<file path="config.mk">
export PLATFORM = sky130hd
export DESIGN_NAME = decode_stage
export DESIGN_NICKNAME = d
export VERILOG_FILES = /design/src/rtl/decode_stage.sv
export SDC_FILE = /design/constraint.sdc
export NUM_CORES = 2
export LEC_CHECK = 0
export CAP_MARGIN = 20
export CORE_MARGIN = 2
export CORE_UTILIZATION = 25
export CTS_CLUSTER_DIAMETER = 200
export DETAILED_ROUTE_END_ITERATION = 10
export PLACE_DENSITY = 0.38
export SLEW_MARGIN = 10
export SYNTH_ARGS = -nofsm -noshare
export SYNTH_HDL_FRONTEND = slang
export SYNTH_SLANG_ARGS = --single-unit
</file>
<file path="constraint.sdc">
create_clock -name clk -period 1.9 [get_ports clk]
set_input_delay 0.38 -clock clk [delete_from_list [all_inputs] [get_ports clk]]
set_output_delay 0.38 -clock clk [all_outputs]
set_load 0.1 [all_outputs]
</file>
<file path="src/rtl/decode_stage.sv">
// decode_stage: register file plus registered ID/EX stage for 32-bit instructions.
// Field layout: op[31:26], rd[25:21], rs1[20:16], rs2[15:11], imm[15:0].
// Ports:
//   clk, rst_n             clock, asynchronous active-low reset
//   if_valid/if_ready      fetch handshake (if_ready is combinational)
//   if_npc, if_ir          next PC and instruction from fetch
//   wb_en/wb_addr/wb_data  synchronous register-file writeback
//   flush                  kills stage contents and clears halt
//   id_valid/id_ready      execute handshake
//   id_a/id_b/id_d         reg[rs1], reg[rs2], reg[rd]
//   id_imm, id_npc, id_ir  sign-extended immediate, captured NPC and IR
//   halted                 sticky halt status
module decode_stage #(
  parameter int unsigned XLEN         = 32,
  parameter int unsigned NREG         = 32,
  parameter logic [5:0]  HALT_OP      = 6'h3F,
  parameter bit          HOLD_REFRESH = 1'b1
) (
  input  logic            clk,
  input  logic            rst_n,
  input  logic            if_valid,
  output logic            if_ready,
  input  logic [XLEN-1:0] if_npc,
  input  logic [31:0]     if_ir,
  input  logic            wb_en,
  input  logic [4:0]      wb_addr,
  input  logic [XLEN-1:0] wb_data,
  input  logic            flush,
  output logic            id_valid,
  input  logic            id_ready,
  output logic [XLEN-1:0] id_a,
  output logic [XLEN-1:0] id_b,
  output logic [XLEN-1:0] id_d,
  output logic [XLEN-1:0] id_imm,
  output logic [XLEN-1:0] id_npc,
  output logic [31:0]     id_ir,
  output logic            halted
);

  localparam int unsigned RF_DEPTH = 32;

  // Full 5-bit index space; entries at or above NREG are never written.
  logic [XLEN-1:0] regs [RF_DEPTH];

  logic            accept_c;
  logic            valid_n;
  logic            halted_n;
  logic [XLEN-1:0] a_n;
  logic [XLEN-1:0] b_n;
  logic [XLEN-1:0] d_n;
  logic [XLEN-1:0] imm_n;
  logic [XLEN-1:0] npc_n;
  logic [31:0]     ir_n;

  // Index names a real, writable register (not R0, below NREG).
  function automatic logic in_range(input logic [4:0] idx);
    return (idx != 5'd0) && (32'(idx) < NREG);
  endfunction

  // An enabled writeback this cycle targets idx.
  function automatic logic wb_hit(input logic en, input logic [4:0] waddr,
                                  input logic [4:0] idx);
    return en && (waddr == idx) && in_range(idx);
  endfunction

  // Read port with same-cycle write-to-read bypass.
  function automatic logic [XLEN-1:0] read_port(input logic [4:0] idx, input logic en,
                                                input logic [4:0] waddr,
                                                input logic [XLEN-1:0] wdata,
                                                input logic [XLEN-1:0] stored);
    if (!in_range(idx)) return '0;
    if (wb_hit(en, waddr, idx)) return wdata;
    return stored;
  endfunction

  assign if_ready = !halted && (!id_valid || id_ready);
  assign accept_c = if_valid && if_ready && !flush;

  // Register file write port; writes proceed regardless of handshake or flush.
  always_ff @(posedge clk or negedge rst_n) begin
    if (!rst_n) begin
      for (int i = 0; i < int'(RF_DEPTH); i++) regs[i] <= '0;
    end else if (wb_en && in_range(wb_addr)) begin
      regs[wb_addr] <= wb_data;
    end
  end

  // Next-state for the ID/EX register: flush > accept > consume > stall refresh.
  always_comb begin
    valid_n  = id_valid;
    halted_n = halted;
    a_n      = id_a;
    b_n      = id_b;
    d_n      = id_d;
    imm_n    = id_imm;
    npc_n    = id_npc;
    ir_n     = id_ir;
    if (flush) begin
      valid_n  = 1'b0;
      halted_n = 1'b0;
    end else if (accept_c) begin
      valid_n = 1'b1;
      a_n     = read_port(if_ir[20:16], wb_en, wb_addr, wb_data, regs[if_ir[20:16]]);
      b_n     = read_port(if_ir[15:11], wb_en, wb_addr, wb_data, regs[if_ir[15:11]]);
      d_n     = read_port(if_ir[25:21], wb_en, wb_addr, wb_data, regs[if_ir[25:21]]);
      imm_n   = XLEN'($signed(if_ir[15:0]));
      npc_n   = if_npc;
      ir_n    = if_ir;
      if (if_ir[31:26] == HALT_OP) halted_n = 1'b1;
    end else if (id_valid && id_ready) begin
      valid_n = 1'b0;
    end else if (id_valid && HOLD_REFRESH) begin
      // Stalled operands follow writebacks to their captured indices.
      if (wb_hit(wb_en, wb_addr, id_ir[20:16])) a_n = wb_data;
      if (wb_hit(wb_en, wb_addr, id_ir[15:11])) b_n = wb_data;
      if (wb_hit(wb_en, wb_addr, id_ir[25:21])) d_n = wb_data;
    end
  end

  // ID/EX stage register.
  always_ff @(posedge clk or negedge rst_n) begin
    if (!rst_n) begin
      id_valid <= 1'b0;
      halted   <= 1'b0;
      id_a     <= '0;
      id_b     <= '0;
      id_d     <= '0;
      id_imm   <= '0;
      id_npc   <= '0;
      id_ir    <= '0;
    end else begin
      id_valid <= valid_n;
      halted   <= halted_n;
      id_a     <= a_n;
      id_b     <= b_n;
      id_d     <= d_n;
      id_imm   <= imm_n;
      id_npc   <= npc_n;
      id_ir    <= ir_n;
    end
  end

endmodule
</file>
# After elaboration in Yosys (flattened, before gate mapping)
# Index checks and enable logic that the tools add are counted.
[word_totals] regBits=1202 out_inout_bits=195
[op_classes] magnitude_cmp=5 n_eq_ne=8 n_mux=63 n_bitwise=5 n_reduce_logical=41
[ops] cell="1024-bit bitwise mux" n=1
[ops] cell="32-bit two-way mux" n=31
[ops] cell="32-bit binary-select mux with 5-bit select" n=3
[ops] cell="32-bit demux with 5-bit select" n=1
[ops] cell="5-bit nonzero test" n=7
[ops] cell="5-bit equality test" n=6
[ops] cell="1-bit two-way mux" n=27
[ops] cell="6-bit greater-or-equal comparator (second input constant)" n=4
[ops] cell="5-bit NOT with 6-bit output" n=4
[ops] cell="1-bit logical AND" n=18
[ops] cell="4-bit AND reduction" n=3
[ops] cell="2-bit nonzero test" n=6
[ops] cell="6-bit equality test (second input constant)" n=1
[ops] cell="6-bit by 1-bit less-than comparator with 1-bit output (second input constant)" n=1
[ops] cell="2-bit AND reduction" n=2
[ops] cell="1-bit zero test" n=3
[ops] cell="3-bit nonzero test" n=1
[ops] cell="2-bit inequality test (second input constant)" n=1
[ops] cell="1-bit logical OR" n=1
[ops] cell="1-bit NOT" n=1

# Longest topological paths before layout
[logic_depth] depth_word=13 ltp_mapped=11 ltp_nobuf=6

# Worst setup path before layout
# No wires, ideal clock.
[synth_path] kind="flip-flop to flip-flop" start="reg id_valid" end="reg id_d[24]" setup_ns=0.130 arrival_time_ns=3.967 required_ns=1.770 path_slack_ns=-2.197 stages_incl_launch_ff=9 n_path_buf=2 period_less_slack_ns=4.097 path_cell_list="dfrtp_1 > nor2b_4 > nor2_1 > nand3b_1 > o41a_2 > buf_6 > buf_6 > o221ai_1 > a21oi_1"
[synth_via] elab_chain_cells=7 word_cells_on_any_way=11 classes_between="eq/ne (1); mux (1); reduce/logical (9)"
[synth_rtl] element="start: declaration" line="29" rtl="output logic id_valid,"
[synth_rtl] element="start signal: assignment" line="132" rtl="id_valid <= valid_n;"
[synth_rtl] element="1-bit zero test *" line="76" rtl="assign if_ready = !halted && (!id_valid || id_ready);"
[synth_rtl] element="1-bit logical OR *" line="76"
[synth_rtl] element="1-bit logical AND *" line="76"
[synth_rtl] element="named net if_ready" line="22" rtl="output logic if_ready,"
[synth_rtl] element="1-bit logical AND * (2 in a row)" line="77" rtl="assign accept_c = if_valid && if_ready && !flush;"
[synth_rtl] element="2-bit inequality test (no source line) / 2-bit nonzero test (equally long branches)"
[synth_rtl] element="4-bit AND reduction (no source line)"
[synth_rtl] element="end signal: assignment" line="136" rtl="id_d <= d_n;"
[synth_rtl] element="end: declaration" line="33" rtl="output logic [XLEN-1:0] id_d,"
# Mark *: on every way through the listed nets, which the timed path passes. The rest lies on a longest branch.
# A chain may end at the register's enable or synchronous reset.

# Worst setup path after layout
[layout_path] start="reg id_valid" end="reg id_b[15]"
[layout_via] elab_chain_cells=7 word_cells_on_any_way=11 classes_between="eq/ne (1); mux (1); reduce/logical (9)"
[layout_rtl] element="1-bit zero test" line="76"
[layout_rtl] element="1-bit logical OR" line="76"
[layout_rtl] element="1-bit logical AND" line="76"
[layout_rtl] element="1-bit logical AND (2 in a row)" line="77"
[layout_rtl] element="2-bit inequality test (no source line) / 2-bit nonzero test (equally long branches)"
[layout_rtl] element="4-bit AND reduction (no source line)"
[layout_rtl] element="end signal: assignment" line="135" rtl="id_b <= b_n;"
[layout_rtl] element="end: declaration" line="32" rtl="output logic [XLEN-1:0] id_b,"
# Several ways; a longest one is shown, not always the timed one.

==> key figures <==
STA
  • TNS Setup: -38.47 ns
  • Slew margin rel.: 0.261
  • Final Max Tran Viols: 0
  • Fin worst setup slack: -0.430 ns
  • RSZ-0062 raised after global routing: true
  • Highest Clock Rate: 0.429 GHz
  • # setup viols final: roughly 180
  • Crit share post-route: 1.23
  • Post-layout min period: roughly 2.3 ns
  • Final Hold Fails: 0
  • Setup Skew: 0.0453 ns
  • Worst slew pin tran: around 1.1 ns

Worst setup path
  • Crit. End Element: register
  • RR Endpoint: id_b[15]
  • Max incr delay on CP: between 0.4 and 0.5 ns
  • Buf/Inv on CP: 4
  • WP data arrival: ~3.0 ns
  • CP Max Fanout: 6
  • Worst R2R Path Depth: 10
  • Reg2Reg Setup Slack: -0.43 ns
  • Critical Path Source Type: register
  • Cell breakdown of the critical path: nor2b_4 -> buf_12 -> o311ai_4 -> buf_4 -> or3_4 -> a21boi_4 -> buf_12 -> buf_12 -> o22ai_2 -> nor3_2
  • CP max-delay cell: or3_4
  • WS Path Type: register to register
  • Cell repeated most along the worst path: buf_12
  • Reg-to-reg critical path startpoint: id_valid
  • CP top delay family: simple AND/OR/NAND/NOR gates
  • Worst EP required: 2.60 ns

Finish
  • Area delta synth->final: 39.7%
  • Design Area, Final: between 90000 and 100000 um2
  • Most frequent cells in the layout: 1071 x dfrtp_1, 1068 x mux2_2, 730 x buf_4
  • Nets: just under 7000
  • Layout cells sized above 1: 0.510
  • Most common cell after layout, fill and taps aside: dfrtp_1
  • Final Non-Filler Cells: ~11000

Run
  • Max-Cap Viols: 0

Placed design
  • Routability cong.: between 0.8 and 0.9
  • Dpl ws: -1.12 ns
  • DP Wirelength: between 200000 and 300000 um
  • DP Area: slightly below 90000 um2
  • IO Port Bufs: 301
  • Placed Cells: 10107

Power
  • Combinational Power Share: 0.317
  • Worst IR drop on VDD: slightly below 0.6 mV
  • PwrDens: 1020 nW/um2
  • Leak pwr: 42.6 nW
  • Internal Pwr Total: 0.0649 W
  • Clock share of power: 0.324
  • Sw power: 0.0350 W
  • Sequential share of power: 0.359
  • Switching share of power: 0.350

Drt
  • Initial DRC Count: 5870
  • DR WL/cell: 36.3 um
  • Vias post-DR: between 50000 and 60000
  • Post-Route WL: around 380000 um
  • Vias per cell: between 5 and 6
  • Remaining DRCs: 0
  • First-pass detailed-route iteration total: 5
  • Post-DRT Antenna Nets: 0

Floorplan
  • Die height: 534 um
  • IO Count: 302
  • Die area: between 200000 and 300000 um2
  • Rows: approximately 190
  • Core Box Area: 279000 um2
  • Initial core utilization: 0.251
  • Die Wd: between 500 and 600 um

Global routing
  • Total global-route track usage: 0.262
  • Vias in the first global route: about 59000
  • Remaining global-route overflow: 0
  • First-pass GRT wire length: around 520000 um
  • Largest net degree at the start of global routing: 67
  • Initial antenna violation count: 19

Yosys
  • Yosys warns: 0
  • Mean Syn Cell Area: between 10 and 15 um2
  • Yosys top cell area share: 0.423
  • Ys async rst share: 1.00
  • Cell area after synthesis: about 70000 um2
  • Top FF cell, synth: dfrtp_1
  • Synth area leaders: dfrtp_1 42%, mux2_2 17%, mux4_2 12%
  • Yosys reg bits: 1186
  • Gate Count Post-Synth: 5680
  • Syn Nets: approximately 5800
  • Register area share after synthesis: 0.423
  • Library cells used by synthesis: 75
  • Largest area contributor in the netlist: dfrtp_1
  • Post-synth EDFFs: 0

Min path
  • Worst Hold Path EP: id_npc[0]
  • Hold Path Stages: 3
  • Worst hold-check path type: input pin to register
  • Hold Startpoint: if_npc[0]

CTS
  • CTS root buffer: clkbuf_16
  • Worst-Skew Late Latency: 0.86 ns
  • CTS tree: done
  • CTS sink cnt: ~1200
  • Total CTS buffers: 160
  • H-Tree Depth: 4
  • Clock buffer depth: 4
  • Clk slew on worst S/H paths: ~0.060 ns

Run status
  • Failing checks: setup timing
  • Outcome: complete, but fails checks
layer usage:
| layer | share of wire | vias up | GRT usage |
|---|---|---|---|
| li1 | - | 23775 | - |
| met1 | 0.44 | 31529 | 0.358 |
| met2 | 0.46 | 2498 | 0.417 |
| met3 | 0.062 | 616 | 0.0434 |
| met4 | 0.040 | 2 | 0.0926 |
| met5 | 0.000034 | - | 0 |
kinds of logic (layout without fill, tap and decap cells):
| kind of cell | count (synthesis) | in the layout | synth area share |
|---|---|---|---|
| mux | 2116 | 2116 | 0.388 |
| flops | 1186 | 1186 | 0.423 |
| simple gates | 904 | 904 | 0.0616 |
| compound gates | 790 | 790 | 0.0806 |
| buf+inv | 654 | 1760 | 0.0438 |
| xor+xnor | 30 | 30 | 0.00374 |
| other cells | 0 | 4 | 0 |
area by class of cell:
type,instances,area [um2]
antenna,4,10.0
clock buffer,236,4710
clock inverter,42,726
fill,27099,181000
inverter,8,30.0
multi-input combinational,3840,39300
sequential,1186,29800
tap,3724,4660
timing repair buffer,1474,18900
state kept, by name, indices dropped and copies added, names as in the netlist:
name and cells:
regs 1024, id_a 32, id_b 32, id_d 32
id_npc 32, id_ir 17, id_imm 15, halted 1
id_valid 1
per-stage QoR:
stage          hold WS, ns  power (W)  utilization
2_1_floorplan       0.0844     0.0523            -
3_3_place_gp         0.281     0.0657        0.320
3_5_place_dp         0.282     0.0660        0.320
4_1_cts            0.00951      0.100        0.349
5_1_grt             0.0648      0.104        0.351
6_report            0.0709     0.0999        0.351
power groups by stage:
stage | combinational [W] | sequential (W) | clock, W
2_1_floorplan | 0.0140 | 0.0383 | 0
3_3_place_gp | 0.0298 | 0.0359 | 0
3_5_place_dp | 0.0300 | 0.0360 | 0
4_1_cts | 0.0313 | 0.0358 | 0.0330
5_1_grt | 0.0331 | 0.0365 | 0.0340
6_report | 0.0317 | 0.0359 | 0.0323
worst register-to-register path, delay by kind of cell, from the launching register on:
kind | cells | cell delay, ns
simple gates | 3 | 0.73
compound gates | 3 | 0.48
flops | 1 | 0.40
buf+inv | 4 | 0.60
cells in the mapped netlist, drive strengths merged (6+ instances only):
master	number
nor3b	11
a32oi	8
nand4	31
a21oi	64
nor4	40
a221o	43
nand2b	9
dfrtp	1186
xnor2	18
mux2i	671
o221ai	12
o22ai	170
mux2	1068
and2	7
mux4	377
nand3b	9
or2	6
o21ai	102
inv	8
nand2	357
nand3	152
and3	7
or3	9
xor2	12
nor3	108
a211oi	36
a22o	26
nor2	91
a22oi	224
clkbuf	337
nor2b	51
a31oi	11
a32o	44
buf	309
a2111oi	27
worst max-delay path by stage:
stage                     startpoint   endpoint  cells past startpoint
after floorplan             id_valid   id_d[19]                      8
after global placement         wb_en  regs[501]                      6
after detailed placement       wb_en  regs[501]                      6
after CTS                   id_valid   if_ready                      5
after global routing        id_valid   id_b[15]                     10
final                       id_valid   id_b[15]                     10
timing repair:
item | in CTS | in global routing
hold endpoints to repair | 742 | 0
cloned | 18 | 2
gates resized for setup | 375 | 104
hold buffers | 4 | 0
buffers inserted | 90 | 31
pin swaps | 86 | 30
endpoints found under the setup margin | 458 | 229
Power figures use the tool's default switching activity.
